File: src/rtl/alsu_cmd_driver.sv
// Command-side initiator for the ALSU pin interface: accepts one packed command,
// drives the ALSU pins, waits out the pipeline latency, and returns out/leds with a sequence tag.
module alsu_cmd_driver #(
  parameter int unsigned ALSU_LAT = 2,
  parameter int unsigned SEQ_W    = 8
) (
  input  logic                    clk,
  input  logic                    reset,
  input  logic                    cmd_valid,
  output logic                    cmd_ready,
  input  logic [15:0]             cmd_data,
  output logic                    rsp_valid,
  input  logic                    rsp_ready,
  output logic signed [5:0]       rsp_out,
  output logic [15:0]             rsp_leds,
  output logic                    rsp_invalid,
  output logic [SEQ_W-1:0]        rsp_seq,
  output logic signed [2:0]       A,
  output logic signed [2:0]       B,
  output logic [2:0]              opcode,
  output logic                    cin,
  output logic                    serial_in,
  output logic                    direction,
  output logic                    red_op_A,
  output logic                    red_op_B,
  output logic                    bypass_A,
  output logic                    bypass_B,
  input  logic signed [5:0]       out,
  input  logic [15:0]             leds
);

  localparam logic [1:0] S_IDLE = 2'd0;
  localparam logic [1:0] S_WAIT = 2'd1;
  localparam logic [1:0] S_RESP = 2'd2;

  localparam logic [3:0] LAT_LOAD = 4'(ALSU_LAT);

  logic [1:0]       state;
  logic [3:0]       cnt;
  logic [SEQ_W-1:0] seq;

  assign cmd_ready = (state == S_IDLE);
  assign rsp_valid = (state == S_RESP);
  assign rsp_seq   = seq;

  // Pins are only written on acceptance, so they hold the last command through WAIT/RESP/IDLE.
  // Capture happens when cnt reaches 0, one edge after the ALSU output register has settled.
  always_ff @(posedge clk) begin
    if (reset) begin
      state       <= S_IDLE;
      cnt         <= '0;
      seq         <= '0;
      rsp_out     <= '0;
      rsp_leds    <= '0;
      rsp_invalid <= 1'b0;
      A           <= '0;
      B           <= '0;
      opcode      <= '0;
      cin         <= 1'b0;
      serial_in   <= 1'b0;
      direction   <= 1'b0;
      red_op_A    <= 1'b0;
      red_op_B    <= 1'b0;
      bypass_A    <= 1'b0;
      bypass_B    <= 1'b0;
    end else begin
      case (state)
        S_IDLE: begin
          if (cmd_valid) begin
            {bypass_B, bypass_A, red_op_B, red_op_A,
             direction, serial_in, cin, opcode, B, A} <= cmd_data;
            cnt   <= LAT_LOAD;
            state <= S_WAIT;
          end
        end
        S_WAIT: begin
          if (cnt != '0) begin
            cnt <= cnt - 4'd1;
          end else begin
            rsp_out     <= out;
            rsp_leds    <= leds;
            rsp_invalid <= (leds != '0);
            state       <= S_RESP;
          end
        end
        S_RESP: begin
          if (rsp_ready) begin
            seq   <= seq + 1'b1;
            state <= S_IDLE;
          end
        end
        default: state <= S_IDLE;
      endcase
    end
  end

endmodule

File: config.mk
export PLATFORM = sky130hd
export DESIGN_NAME = alsu_cmd_driver
export DESIGN_NICKNAME = d
export VERILOG_FILES = /design/src/rtl/alsu_cmd_driver.sv
export SDC_FILE = /design/constraint.sdc
export NUM_CORES = 1
export LEC_CHECK = 0
export CAP_MARGIN = 20
export CORE_UTILIZATION = 38
export DETAILED_ROUTE_END_ITERATION = 10
export PLACE_DENSITY = 0.75
export SLEW_MARGIN = 25
export SYNTH_ARGS = -nofsm -noshare
export SYNTH_HDL_FRONTEND = slang
export SYNTH_SLANG_ARGS = --single-unit
File: constraint.sdc
create_clock -name clk -period 1.51 [get_ports clk]
set_input_delay 0.2265 -clock clk [delete_from_list [all_inputs] [get_ports clk]]
set_output_delay 0.2265 -clock clk [all_outputs]
set_load 0.005 [all_outputs]
; Word level (Yosys, flattened, before mapping)
; Index checks and enable logic that the tools add are counted.
[op_classes]
shift = 0
add_sub_neg = 2
n_eq_ne = 6
reduce_logical = 9
n_mux = 7
div_mod_pow = 0
order_cmp = 0
n_bitwise = 1
n_mul = 0
[op_table]
columns = op, count
row1 = 16-bit nonzero test, 1
row2 = "8-bit by 1-bit adder with 8-bit output, second input constant", 1
row3 = 4-bit two-way mux, 2
row4 = 4-bit case mux with 2 select lines, 1
row5 = 2-bit two-way mux, 3
row6 = "2-bit != test, second input constant", 3
row7 = 2-bit case mux with 3 select lines, 1
row8 = 2-bit AND reduction, 3
row9 = 3-bit AND reduction, 2
row10 = 4-bit nonzero test, 1
row11 = "4-bit by 1-bit subtractor with 4-bit output, second input constant", 1
row12 = "2-bit by 1-bit == test with 1-bit output, second input constant", 1
row13 = "2-bit == test, second input constant", 1
row14 = 2-bit logical NOT, 1
row15 = "2-bit by 1-bit != test with 1-bit output, second input constant", 1
row16 = 2-bit nonzero test, 1
row17 = 1-bit NOT, 1
[word_totals]
latch_bits = 0
memories = 0
register_bits = 53
mem_bits_ro = 0
ramBits = 0
wordCells = 41
in_bits = 42
out_inout_bits = 49

; Depth between registers and ports, before layout
; Gate-level depths: netlist of run 1.
[logic_depth]
depth_word = 3
mapped_depth = 7
ltp_nobuf = 5

; Worst setup path before layout of run 1
; OpenSTA, ideal clock, no wires.
[synth_timing]
path_type = register to register
startpoint = register cnt[0]
endpoint = register rsp_leds[0]
path_slack_ps = -7
path_stages_with_launch = 8
arrival_time_ps = 1384
cell_sequence = dfxtp_1 -> inv_1 -> ha_1 -> or3b_1 -> clkbuf_1 -> clkbuf_1 -> o21ai_0 -> a21oi_1
[synth_via]
elab_chain_len = 3
[synth_lines]
columns = element, line
row1 = "start, declared", 39  ; logic [3:0] cnt;
row2 = "start signal, assigned", 78  ; cnt <= cnt - 4'd1;
row3 = 4-bit nonzero test, 77  ; if (cnt != '0) begin
row4 = 1-bit NOT (no line), n/a
row5 = 2-bit AND reduction (no line), n/a
row6 = "end signal, assigned", 81  ; rsp_leds <= leds;
row7 = "end, declared", 15  ; output logic [15:0] rsp_leds,
; No other way between the ends.
; A chain may end at the register's enable or synchronous reset.

; Final worst setup path of run 1
[layout_timing]
startpoint = register cnt[1]
endpoint = register cnt[1]
[layout_via]
elab_chain_len = 3
word_cells_on_any_way = 6
classes_between = 1 x add/sub / 1 x eq/ne / 2 x mux / 2 x reduce/logical
[layout_lines]
columns = element, line
row1 = 4-bit by 1-bit subtractor with 4-bit output or 4-bit nonzero test (tied branches), "78, 77"
row2 = 4-bit two-way mux or 2-bit != test (tied branches), n/a
row3 = 4-bit case mux with 2 select lines or 3-bit AND reduction (tied branches), n/a
; Parallel ways exist; a longest one is shown, timed or not. The select of a mux whose other input is x is not followed.

==> flow_summary.json, run 1 <==
{
  "skew_ps": 8.02,
  "power.leakage_nw": 1.22,
  "irDropWorstVdd_mv": 0.522,
  "grt_pass1_wl_um": 9370,
  "ys_seq_area_share_pct": 48.9,
  "synth_area_sq_um": 2170,
  "hold_viol": 0,
  "synth_top_flop_cell": "dfxtp_1",
  "grt-ovfl-total": 0,
  "wl_um": 5790,
  "fmax_mhz": 677,
  "grt_util_all_layers_pct": 19.5,
  "cts_buffer_depth": 2,
  "clockRootBuffer": "clkbuf_8",
  "worst-slew-pin-transition_ps": 394,
  "nets": 398,
  "slew_headroom_pct": 73.8,
  "avgViaCountPerCell": 5.14,
  "portBuffers": 90,
  "yosys-top-cells-area": "dfxtp_1 (49%), a21oi_1 (11%), nand2_1 (6.4%)",
  "synth_top_area_cell": "dfxtp_1",
  "vias": 2189,
  "grt_pass1_vias": 2076,
  "antenna_found_initial": 0,
  "setup_viol": 0,
  "netlist.area_leader.share_pct": 48.9,
  "core_area_sq_um": 5510,
  "drc": 0,
  "synth_nets": 303,
  "synth_edf_count": 0,
  "crit_type": "register to register",
  "pwr-share-clk_pct": 30.3,
  "clock-sinks": 53,
  "fin_crit_ps": 1480,
  "drv_slew": 0,
  "status": "completed",
  "place_hpwl_um": 4090,
  "n_antenna_cell": 0,
  "cp.arrival_ps": 1650,
  "path_clk_slew_ps": 90,
  "place_ws_ps": -212,
  "cts_buffers": 5,
  "initial_core_util_pct": 39.4,
  "async_flop_share_pct": 0,
  "finalCritPeriodShare_pct": 97.9,
  "htree_levels": 2,
  "p_total_w": 0.00329,
  "cap_violations": 0,
  "cp_max_fo": 8,
  "p_seq_share_pct": 46.8,
  "worstPathRequired_ps": 1690,
  "initialDrtViolationCount": 74,
  "cell_internal_pwr_w": 0.00243,
  "row_count": 27,
  "critPathLaunchType": "register",
  "drive_gt1_share_pct": 13.3,
  "yosysMostFrequentCell": "dfxtp_1",
  "avgSynthCellArea_sq_um": 8.41,
  "synth-seq-cells": 53,
  "die_h_um": 77.6,
  "power_density_nw_per_um2": 971,
  "switching_power_w": 0.000854,
  "grt_max_degree": 21,
  "first_pass_iters": 4,
  "wl_per_cell_um": 13.6,
  "clk_latency_ps": 310,
  "gp_congestion": 0.777,
  "die_area_sq_um": 6020,
  "hold_path_class": "input pin to register",
  "drtAntennaViolNets": 0,
  "fin_ws_ps": 32.1,
  "critical_path.endpoint_type": "register",
  "syn_inst": 258,
  "area_delta_synth_final_pct": 55.9,
  "pwr-share-comb_pct": 22.9,
  "yosysUniqueCellTypes": 33,
  "sw_frac_of_total_pct": 26.0,
  "synth_common_cells": "dfxtp_1 (53), a21oi_1 (47), nand2_1 (37), o21ai_0 (26), nand3_1 (23)",
  "yosys_warnings": 0,
  "die_w_um": 77.6,
  "boundaryPins": 91,
  "cts_tree": "built"
}
[routing by layer]
layer	share of wire, %	global-route usage [%]
met1	43	23.3
met2	51	34.2
met3	4.9	4.35
met4	1.2	6.79
met5	0	0
[cells in the final DEF, fill, tap and decap left out, types with 2 or more instances in the layout]
master           count
nand3_1             23
o21ai_0             16
or4_1                4
inv_1                2
o21ai_1             10
dlygate4sd2_1        2
dfxtp_4              2
nand2_1             37
ha_1                 2
clkbuf_8             6
nor2_1               8
o31ai_1              2
buf_4               16
or3_1                3
clkdlybuf4s50_1     87
nor4_1               5
xor2_1               2
inv_2                2
dfxtp_1             47
a21oi_1             47
dfxtp_2              4
[cell type report]
cell class	count	area, sq um
clock buffers	6	82.6
multi-input cells	180	1030
repair buffers	109	1060
flip-flops and latches	53	1070
inverters	4	15.0
fillers	509	2120
clock inverters	2	37.5
well taps	72	90.1
[metrics by stage]
step                util (%)  instances  area (sq um)  hold slack (ps)  setup TNS [ps]
floorplan                  -        258          2170              362               0
CTS                     60.7        425          3340              306           -16.9
global placement        58.3        417          3210              441           -2190
global route            61.5        426          3380              321           -12.2
finish                  61.5        426          3380              317               0
detailed placement      58.3        417          3210              448           -2640
[sequential cells by signal, indices dropped and copies added (netlist names), 2 cells and up]
register and cells:
B 3, cnt 4, state 2, rsp_seq 8
rsp_out 6, A 3, rsp_leds 16, opcode 3
[logic make-up (layout without fill, tap and decap cells)]
| logic type | Yosys count | in the layout | synth area share [%] |
|---|---|---|---|
| buffers and inverters | 25 | 121 | 5.48 |
| adder cells (fa/ha/maj) | 3 | 3 | 1.73 |
| AO/OA/AOI/OAI | 80 | 80 | 19.3 |
| flip-flops | 53 | 53 | 48.9 |
| XOR/XNOR | 2 | 2 | 0.807 |
| AND/OR/NAND/NOR | 93 | 93 | 22.8 |
| multiplexers | 2 | 2 | 0.980 |
[power groups by stage]
| stage | Combinational [W] | Sequential [W] | Clock, W |
|---|---|---|---|
| after floorplan | 0.000318 | 0.00157 | 0 |
| after global routing | 0.000817 | 0.00155 | 0.00108 |
| after detailed placement | 0.000716 | 0.00157 | 0 |
| after global placement | 0.000704 | 0.00156 | 0 |
| final | 0.000753 | 0.00154 | 0.000995 |
| after CTS | 0.000718 | 0.00154 | 0.00102 |
[final timing paths]
kind	startpoint	endpoint	slack (ps)	depth (start not counted)
worst min register to register	red_op_B	red_op_B	460	2
worst max-delay path	cnt[1]	cnt[1]	30	6
worst min-delay path	reset	state[1]	320	2
worst max register to register	cnt[1]	cnt[1]	30	6
[worst max-delay path: stages, from the launching register on]
cell	delay, ps
dfxtp_2	340
inv_2	70
ha_4	130
or3b_4	400
buf_6	150
a211oi_2	210
a311oi_2	50
[timing repair]
action,4_1_cts,5_1_grt
hold buffers,0,0
pin swaps,0,2
setup buffers,0,1
resized for setup,8,22
setup endpoints to repair,7,26
Note: power is estimated with default switching activity, not from simulation.
==> run 2: changes to the inputs <==
Settings changed: CORE_UTILIZATION 38 to 29, CTS_BUF_LIST from default to sky130_fd_sc_hd__clkbuf_16, PLACE_DENSITY 0.75 to default.
==> run 2 against run 1 <==
Clock power increased by 19%. Wire length increased by 3.0%. Die area increased by 30%. Worst hold slack got worse by 56 ps. Power increased by 6.9%. Sequential share of layout area decreased by 1.3 points. Critical endpoint is now rsp_seq[5].
==> flow_summary.json, run 2 (synthesis gave the netlist of run 1 again) <==
{
  "vias": 2214,
  "place_hpwl_um": 4040,
  "crit_path_start": "rsp_seq[5]",
  "htree_levels": 2,
  "antenna_found_initial": 0,
  "grt_max_degree": 32,
  "n_antenna_cell": 0,
  "regMostFlops": "rsp_leds",
  "grt_busiest_layer": "met2",
  "hold_buffers": 0,
  "path_clk_slew_ps": 70,
  "die_h_um": 88.5,
  "power.leakage_nw": 1.29,
  "use_met2_pct": 23.2,
  "clockRootBuffer": "clkbuf_16",
  "grt-ovfl-total": 0,
  "cts_buffers": 5,
  "sw_frac_of_total_pct": 27.2,
  "drv_slew": 0,
  "crit_end": "rsp_seq[5]",
  "final_common_cell": "clkdlybuf4s50_1",
  "hold_viol": 0,
  "max_stage_delay_ps": 530,
  "worst-slew-pin-transition_ps": 503,
  "clk_latency_ps": 290,
  "drive_gt1_share_pct": 13.9,
  "p_seq_share_pct": 43.6,
  "pwr-share-comb_pct": 22.9,
  "area_delta_synth_final_pct": 62.2,
  "worstPathRequired_ps": 1280,
  "cts_tree": "built",
  "final_cell_mix": "clkdlybuf4s50_1 (87), dfxtp_1 (50), a21oi_1 (47)",
  "setup_viol": 0,
  "grtUsageMet1_pct": 19.1,
  "tns_ps": 0,
  "avgViaCountPerCell": 4.82,
  "crit_family": "buffers and inverters",
  "core_area_sq_um": 7250,
  "largest_reg_flops": 16,
  "grt_pass1_vias": 1880,
  "fin_crit_ps": 1470,
  "die_w_um": 88.5,
  "finalCritPeriodShare_pct": 97.1,
  "slew_headroom_pct": 66.2,
  "row_count": 31,
  "placed_area_sq_um": 3300,
  "drc": 0,
  "die_area_sq_um": 7840,
  "reg2reg_to": "rsp_seq[7]",
  "skew_ps": 4.34,
  "path_cells": "clkdlybuf4s50_1",
  "cp_max_fo": 5,
  "cap_violations": 0,
  "ff2ff_setup_slack_ps": 60,
  "nets": 404,
  "fmax_mhz": 682,
  "critPathLaunchType": "register",
  "clock-sinks": 53,
  "power_density_nw_per_um2": 998,
  "wl_per_cell_um": 13.0,
  "wl_um": 5960,
  "initial_core_util_pct": 29.9,
  "path_buf_inv": 1,
  "critical-path-slowest-cell": "clkdlybuf4s50_1",
  "ff2ff_path_depth": 4,
  "portBuffers": 90,
  "status": "completed",
  "grt_use_met3_pct": 4.48,
  "hold_path_class": "input pin to register",
  "crit_cells": 1,
  "switching_power_w": 0.000957,
  "cell_internal_pwr_w": 0.00256,
  "initialDrtViolationCount": 79,
  "gp_congestion": 0.758,
  "pwr-share-clk_pct": 33.5,
  "grt_util_all_layers_pct": 14.6,
  "first_pass_iters": 4,
  "cts_buffer_depth": 2,
  "worstReg2RegStart": "state[0]",
  "critical_path.endpoint_type": "primary output",
  "design_area_sq_um": 3520,
  "drtAntennaViolNets": 0,
  "grt_pass1_wl_um": 8960,
  "crit_type": "register to primary output",
  "cp.arrival_ps": 1240,
  "irDropWorstVdd_mv": 0.535,
  "boundaryPins": 91
}
==> run 2: changes by cell type in the layout (fill, tap and decap cells not counted), sizes merged <==
cell and change:
inv +1, buf +6, clkbuf -1, bufinv -1, clkinvlp +1
==> run 2: worst min-delay path by stage <==
stage                     slack, ps         from  depth (start not counted)         end
after CTS                       260        reset                          2  rsp_seq[6]
after global placement          440         A[1]                          2        A[1]
after global routing            280        reset                          2  rsp_seq[4]
after floorplan                 360  cmd_data[0]                          2        A[0]
after detailed placement        450    opcode[1]                          2   opcode[1]
final                           260        reset                          2  rsp_seq[1]
==> run 2: per-layer routing <==
metal | vias to the layer above | wire length, um
met5 | - | 0
met4 | 0 | 53
met3 | 5 | 428
met2 | 78 | 2720
met1 | 1021 | 2760
li1 | 1110 | -
==> run 2: through the flow <==
stage	utilization, %	cells	total power, W	setup slack, ps	hold slack [ps]
5_1_grt	48.5	459	0.00368	-1.68	275
3_5_place_dp	45.5	448	0.00232	-222	446
4_1_cts	47.9	458	0.00352	3.46	259
3_3_place_gp	45.5	448	0.00232	-183	441
6_report	48.5	459	0.00351	44.1	261
2_1_floorplan	-	258	0.00188	3.70	362
==> run 2: layout make-up <==
cell class                      count  area, sq um
Sequential cell                    53         1070
Timing Repair Buffer              115         1120
Fill cell                         722         3730
Multi-Input combinational cell    180         1040
Clock buffer                        5          125
Tap cell                           99          124
Inverter                            4         15.0
Clock inverter                      3         26.3
==> run 2: power by group through the flow <==
stage	combinational (W)	clock [W]	sequential, W
after global routing	0.000879	0.00126	0.00154
final	0.000803	0.00118	0.00153
after CTS	0.000771	0.00121	0.00153
after global placement	0.000756	0	0.00156
after floorplan	0.000318	0	0.00157
after detailed placement	0.000757	0	0.00157
==> run 2: worst reg2reg max path, delay by kind of cell, from the launching register on <==
kind / cells / cell delay, ps
buffers and inverters: 1 / 130
DFF: 1 / 360
and+or+nand+nor: 2 / 500
muxes: 1 / 350
==> run 2: timing repair <==
| item | in CTS | in global routing |
|---|---|---|
| gates cloned | 0 | 1 |
| pin swaps | 0 | 3 |
| endpoints found under the setup margin | 3 | 24 |
| gates resized for setup | 7 | 21 |
| setup buffers | 2 | 0 |
| endpoints found under the hold margin | 0 | 0 |
==> run 3: changes to the inputs <==
Settings changed: HOLD_SLACK_MARGIN from default to 0.12.
==> results of run 3 <==
Same layout as run 2: the final DEF is identical, and so are final timing and power.
